File: config.mk
export PLATFORM = sky130hd
export DESIGN_NAME = imem_load_arbiter
export DESIGN_NICKNAME = d
export VERILOG_FILES = /design/src/rtl/imem_load_arbiter.sv
export SDC_FILE = /design/constraint.sdc
export NUM_CORES = 1
export LEC_CHECK = 0
export ABC_AREA = 1
export CORE_UTILIZATION = 38
export CTS_BUF_LIST = sky130_fd_sc_hd__clkbuf_16
export CTS_CLUSTER_DIAMETER = 200
export CTS_CLUSTER_SIZE = 28
export DETAILED_ROUTE_END_ITERATION = 8
export PLACE_DENSITY = 0.87
export SYNTH_ARGS = -nofsm -noshare
export SYNTH_HDL_FRONTEND = slang
export SYNTH_SLANG_ARGS = --single-unit
export TNS_END_PERCENT = 50
File: constraint.sdc
create_clock -name clk -period 2.7 [get_ports clk]
set_input_delay 0.81 -clock clk [delete_from_list [all_inputs] [get_ports clk]]
set_output_delay 0.81 -clock clk [all_outputs]
set_load 0.03 [all_outputs]
File: src/rtl/imem_load_arbiter.sv
// imem_load_arbiter: boot sequencer (zero-fill, load, run) and fetch/loader arbiter for a single-port imem
module imem_load_arbiter #(
    parameter int ADDR_W = 8,
    parameter int DEPTH  = 256
) (
    input  logic              clk,
    input  logic              rst,
    input  logic              fetch_req,
    input  logic [31:0]       fetch_addr,
    output logic              fetch_gnt,
    output logic              fetch_rvalid,
    output logic [31:0]       fetch_rdata,
    output logic              fetch_misalign,
    input  logic              ld_valid,
    output logic              ld_ready,
    input  logic [ADDR_W-1:0] ld_addr,
    input  logic [31:0]       ld_data,
    input  logic              ld_done,
    output logic              cpu_run,
    output logic              mem_en,
    output logic              mem_we,
    output logic [ADDR_W-1:0] mem_addr,
    output logic [31:0]       mem_wdata,
    input  logic [31:0]       mem_rdata
);
    typedef enum logic [1:0] {CLEAR, LOAD, RUN} state_e;
    localparam logic [31:0] DEPTH_W = 32'(DEPTH);
    localparam logic [31:0] NOP = 32'h0000_0013;
    state_e            state_q;
    logic [ADDR_W-1:0] clr_cnt_q;
    logic              lw_ld_q, pend_q, oor_q, mis_q;
    logic [31:0]       hold_q;
    logic              clr, f_in, l_in, l_wr, f_rd;
    assign f_in = 32'(fetch_addr[31:2]) < DEPTH_W;
    assign l_in = 32'(ld_addr) < DEPTH_W;
    // Handshakes are combinational so an accepted access hits the memory in the same cycle
    always_comb begin
        clr       = !rst && state_q == CLEAR;
        fetch_gnt = !rst && state_q == RUN && fetch_req && (!ld_valid || lw_ld_q);
        ld_ready  = !rst && ld_valid && (state_q == LOAD || (state_q == RUN && !(fetch_req && lw_ld_q)));
        l_wr      = ld_ready && l_in;
        f_rd      = fetch_gnt && f_in;
        mem_en    = clr || l_wr || f_rd;
        mem_we    = clr || l_wr;
        mem_addr  = clr ? clr_cnt_q : l_wr ? ld_addr : f_rd ? fetch_addr[ADDR_W+1:2] : '0;
        mem_wdata = l_wr ? ld_data : '0;
    end
    assign fetch_rvalid   = pend_q;
    assign fetch_rdata    = pend_q ? (oor_q ? NOP : mem_rdata) : hold_q;
    assign fetch_misalign = mis_q;
    assign cpu_run        = state_q == RUN;
    // lw_ld_q resets to 1 (loader won last) so fetch wins the first conflict
    always_ff @(posedge clk or posedge rst) begin
        if (rst) begin
            state_q   <= CLEAR;
            clr_cnt_q <= '0;
            lw_ld_q   <= 1'b1;
            pend_q    <= 1'b0;
            oor_q     <= 1'b0;
            mis_q     <= 1'b0;
            hold_q    <= '0;
        end else begin
            if (state_q == CLEAR) begin
                clr_cnt_q <= (32'(clr_cnt_q) == DEPTH_W - 32'd1) ? '0 : clr_cnt_q + ADDR_W'(1);
                if (32'(clr_cnt_q) == DEPTH_W - 32'd1) state_q <= LOAD;
            end
            if (state_q == LOAD && ld_done) state_q <= RUN;
            if (state_q == RUN && fetch_req && ld_valid) lw_ld_q <= ld_ready;
            pend_q <= fetch_gnt;
            oor_q  <= !f_in;
            if (pend_q) hold_q <= fetch_rdata;
            if (fetch_gnt && fetch_addr[1:0] != 2'b00) mis_q <= 1'b1;
        end
    end
endmodule

## Word-level counts from Yosys, hierarchy flattened

Cells that the tools add are included.

- Order comparisons: 1
- Reduce and logical (&&, ||, !) cells: 26
- Mux-type cells: 10
- Equality and inequality tests: 3
- $add $sub $neg: 1

Operators by type and width:

| operator | count |
|---|---|
| $mux 32 | 3 |
| $mux 8 | 4 |
| $lt 30x9->1 const B | 1 |
| $logic_and 1x1->1 | 13 |
| $add 8x1->8 const B | 1 |
| $eq 8x8->1 const B | 1 |
| $mux 2 | 3 |
| $reduce_bool 2->1 | 3 |
| $logic_not 1->1 | 4 |
| $logic_or 1x1->1 | 4 |
| $eq 2x1->1 const B | 1 |
| $eq 2x2->1 const B | 1 |
| $logic_not 2->1 | 1 |
| $reduce_and 2->1 | 1 |

- Word-level logic and storage cells: 48
- Output and inout bits: 79
- Bits of input ports: 109
- Register bits: 46

## Depth between registers and ports, before layout

- Word-level depth: 8
- Mapped depth: 8
- Depth with buffers taken out: 8

## Worst setup path after synthesis

No wires, ideal clock.

- Path kind: input-to-output
- Start point: input port fetch_addr[26]
- End point: output port mem_addr[0]
- Arrival time: 1.753 ns
- Path buffers: 0
- Cell stages on the path: 6
- Slack: 0.137 ns
- Path through: or2_1 > nor2_1 > nand2_1 > nor2_2 > nand3_1 > nand3_1

- Cells in the longest elaborated chain, start to end: 5

Ends and longest elaborated chain:

| item | RTL line | text |
|---|---|---|
| start, declared | 9 | `input logic [31:0] fetch_addr,` |
| $lt 30x9->1 | 34 | `assign f_in = 32'(fetch_addr[31:2]) < DEPTH_W;` |
| $logic_and 1x1->1 | 42 | `f_rd = fetch_gnt && f_in;` |
| $mux 8 (3 in series) | 45 | `mem_addr = clr ? clr_cnt_q : l_wr ? ld_addr : f_rd ? fetch_addr[ADDR_W+1:2] : '0;` |
| end, declared | 22 | `output logic [ADDR_W-1:0] mem_addr,` |

No other way between the ends.

## Final worst setup path

- Start point: input port fetch_addr[28]
- End point: output port mem_addr[4]

The elaborated chain is that of the path after synthesis.

==> impl_metrics.py <==
metrics = {
    "outcome": {
        "status": "finished, violations left",
        "violations": "setup timing",
    },
    "synth": {
        "synth_compound_area_share_pct": 23.3,
        "synth_nets": 422,
        "ys_seq_area_share_pct": 43.3,
        "yosysWarnings": 0,
        "synth_mux_area_share_pct": 0,
        "synthesis.area_um2": 2660,
        "synth.largest_area_cell": "dfrtp_1",
        "avgSynthCellArea_um2": 8.53,
        "synth_ff_type": "dfrtp_1",
        "synth-seq-cells": 46,
        "synth_edf_count": 0,
        "yosysTopAreaCellShare_pct": 42.3,
        "synth_top_family_by_area": "compound AO/OA/AOI/OAI gates",
        "synth_fa_ha_area_share_pct": 0.470,
        "netlist-cell-type-count": 27,
        "syn_inst": 312,
        "synth-simple-area-share_pct": 20.2,
        "synth.area.top_cells": "dfrtp_1, a22o_1, nor2_1",
        "async_flop_share_pct": 100,
        "synth_xor_xnor_area_share_pct": 1.32,
    },
    "routing": {
        "route.vias.total": 2966,
        "drt_iter0_drc": 145,
        "ant_nets": 0,
        "drt-total-wl_um": 8920,
        "drc": 0,
        "drt_pre_antenna_iters": 4,
        "viasPerCell": 4.93,
        "wl_per_cell_um": 14.8,
    },
    "floorplanning": {
        "dieWidth_um": 85.7,
        "start_util_pct": 39.2,
        "core_area_um2": 6790,
        "dieHeight_um": 85.7,
        "num_rows": 30,
        "die-area_um2": 7350,
        "ios": 188,
    },
    "clock_tree": {
        "cts_buffer_depth": 2,
        "insertion_delay_ns": 0.28,
        "cts.sinks": 46,
        "tritoncts": "yes",
        "numCtsBuffers": 5,
        "root_buffer": "clkbuf_16",
        "cts_max_level": 2,
        "clk_pin_slew_ns": 0.06,
    },
    "flow_run": {
        "max_cap_violations": 0,
    },
    "placed_design": {
        "port_buffers": 187,
        "routabilityCongestion": 0.931,
        "placed_area_um2": 4520,
        "dpl.hpwl_um": 6630,
        "pre_cts_ws_ns": -0.296,
        "placed_cells": 591,
    },
    "grt": {
        "grt_max_degree": 59,
        "antenna_found_initial": 0,
        "overflow": 0,
        "grt_pass1_vias": 2778,
        "grt.total_usage_pct": 23.1,
        "grt_first_pass_wirelength_um": 13600,
    },
    "critical_path": {
        "slowest_delay_ns": 0.18,
        "timing.critical_path.cells": "clkdlybuf4s15_1 > nor2_1 > nand4_1 > nor2_4 > buf_6 > nand3_2 > nand3_2 > buf_6",
        "ff2ff_setup_slack_ns": 1.34,
        "cp.arrival_ns": 1.92,
        "path_buf_inv": 3,
        "end_kind": "output pin",
        "crit_family": "simple AND/OR/NAND/NOR gates",
        "critPathRequiredTime_ns": 1.89,
        "start_kind": "input port",
        "path_class": "in2out",
        "critical_path.slowest_cell": "clkdlybuf4s15_1",
        "crit_fanout": 7,
    },
    "sta": {
        "finalWorstSetupSlack_ns": -0.0262,
        "rsz0062_at_grt": "true",
        "slew-limit-headroom_pct": 64.8,
        "tns_ns": -0.0375,
        "worst_hold_slack_ns": 0.473,
        "finalSetupViolations": 3,
        "fin_crit_sh_pct": 101,
        "max_freq_mhz": 367,
        "fin_crit_ns": 2.73,
        "finalClockSkew_ns": 0.00423,
        "worst_pin_slew_ns": 0.529,
        "hold_violations": 0,
        "maxSlewViolCount": 0,
    },
    "cells_and_area": {
        "antenna_cells": 0,
        "area_growth_pct": 82.3,
        "fin_util_pct": 71.5,
        "fin_area_um2": 4850,
        "drive_above_1_share_pct": 32.4,
        "fin_cells": 602,
        "fin_nets": 616,
    },
    "pwr": {
        "finalPower_mw": 1.55,
        "leakagePower_nw": 2.52,
        "ir_worst_vdd_uv": 290,
        "p_per_area_nw_per_um2": 319,
    },
    "min_path": {
        "hold_class": "reg2reg",
    },
}
[worst register-to-register path: stages (launching register included)]
cell and delay [ns]:
dfrtp_1 0.47, inv_2 0.12, buf_4 0.45, a22o_1 0.27
[per-layer routing]
layer  up-vias  wire length (µm)  global-route usage, %
met3        16               473                   4.14
met4         0               155                   6.52
met5         -                 0                      0
met1      1417              3480                   28.4
li1       1437                 -                      -
met2        96              4810                   41.7
[synthesized netlist by cell type, drive strengths merged (2+ instances only)]
| cell | number |
|---|---|
| a21oi | 2 |
| a22o | 58 |
| buf | 13 |
| clkbuf | 3 |
| dfrtp | 45 |
| inv | 50 |
| nand2 | 37 |
| nand3 | 23 |
| nand4 | 2 |
| nor2 | 57 |
| o21ai | 5 |
| o22a | 6 |
| xor2 | 4 |
[path summary, 6_finish.rpt]
kind,end,depth (start not counted),startpoint
worst min register to register,fetch_misalign$_DFFE_PP0P_,2,fetch_misalign$_DFFE_PP0P_
worst max register to register,hold_q[15]$_DFFE_PP0P_,3,fetch_rvalid$_DFF_PP0_
worst max-delay path,mem_addr[4],8,fetch_addr[28]
min in group asynchronous,state_q[1]$_DFFE_PP0P_,2,rst
worst min-delay path,fetch_misalign$_DFFE_PP0P_,2,fetch_misalign$_DFFE_PP0P_
max in group asynchronous,hold_q[9]$_DFFE_PP0P_,3,rst
[logic make-up after synthesis]
| kind of cell | count (synthesis) |
|---|---|
| buffers and inverters | 67 |
| AOI/OAI and AO/OA | 73 |
| xor gates and xnor gates | 4 |
| DFF | 46 |
| adders and majority gates | 1 |
| and+or+nand+nor | 121 |
[final cells by class]
type	count	area [µm²]
clock buffers	5	125
clock inverters	2	33.8
fillers	526	1940
inverters	51	196
multi-input cells	199	1360
flip-flops and latches	46	1150
well taps	96	120
repair buffers	203	1870
[report_power, final]
group | internal, mW | total (mW) | switching, mW
logic | 0.133 | 0.196 | 0.0633
registers | 0.689 | 0.689 | 0.00000000590
clock network | 0.428 | 0.665 | 0.237
[layout by cell type, fill, tap and decap left out, drive strengths merged, types with 2 or more instances in the layout]
master,n
a21oi,2
a22o,58
buf,100
clkbuf,14
clkdlybuf4s15,7
clkdlybuf4s50,86
clkinv,2
dfrtp,45
inv,50
nand2,37
nand3,23
nand4,2
nor2,57
o21ai,5
o22a,6
xor2,4
[state kept, by name, summed over array words and instances (netlist names)]
signal,count
state_q,2
hold_q,32
fetch_misalign,1
lw_ld_q,1
fetch_rvalid,1
clr_cnt_q,8
oor_q,1
[repair_timing]
action / CTS / global route
buffers inserted: 2 / 1
endpoints found under the setup margin: 44 / 27
pin swaps: 21 / 17
hold buffers: 0 / 0
gates resized for setup: 80 / 45
cloned: 1 / 0
Power figures use the tool's default switching activity.
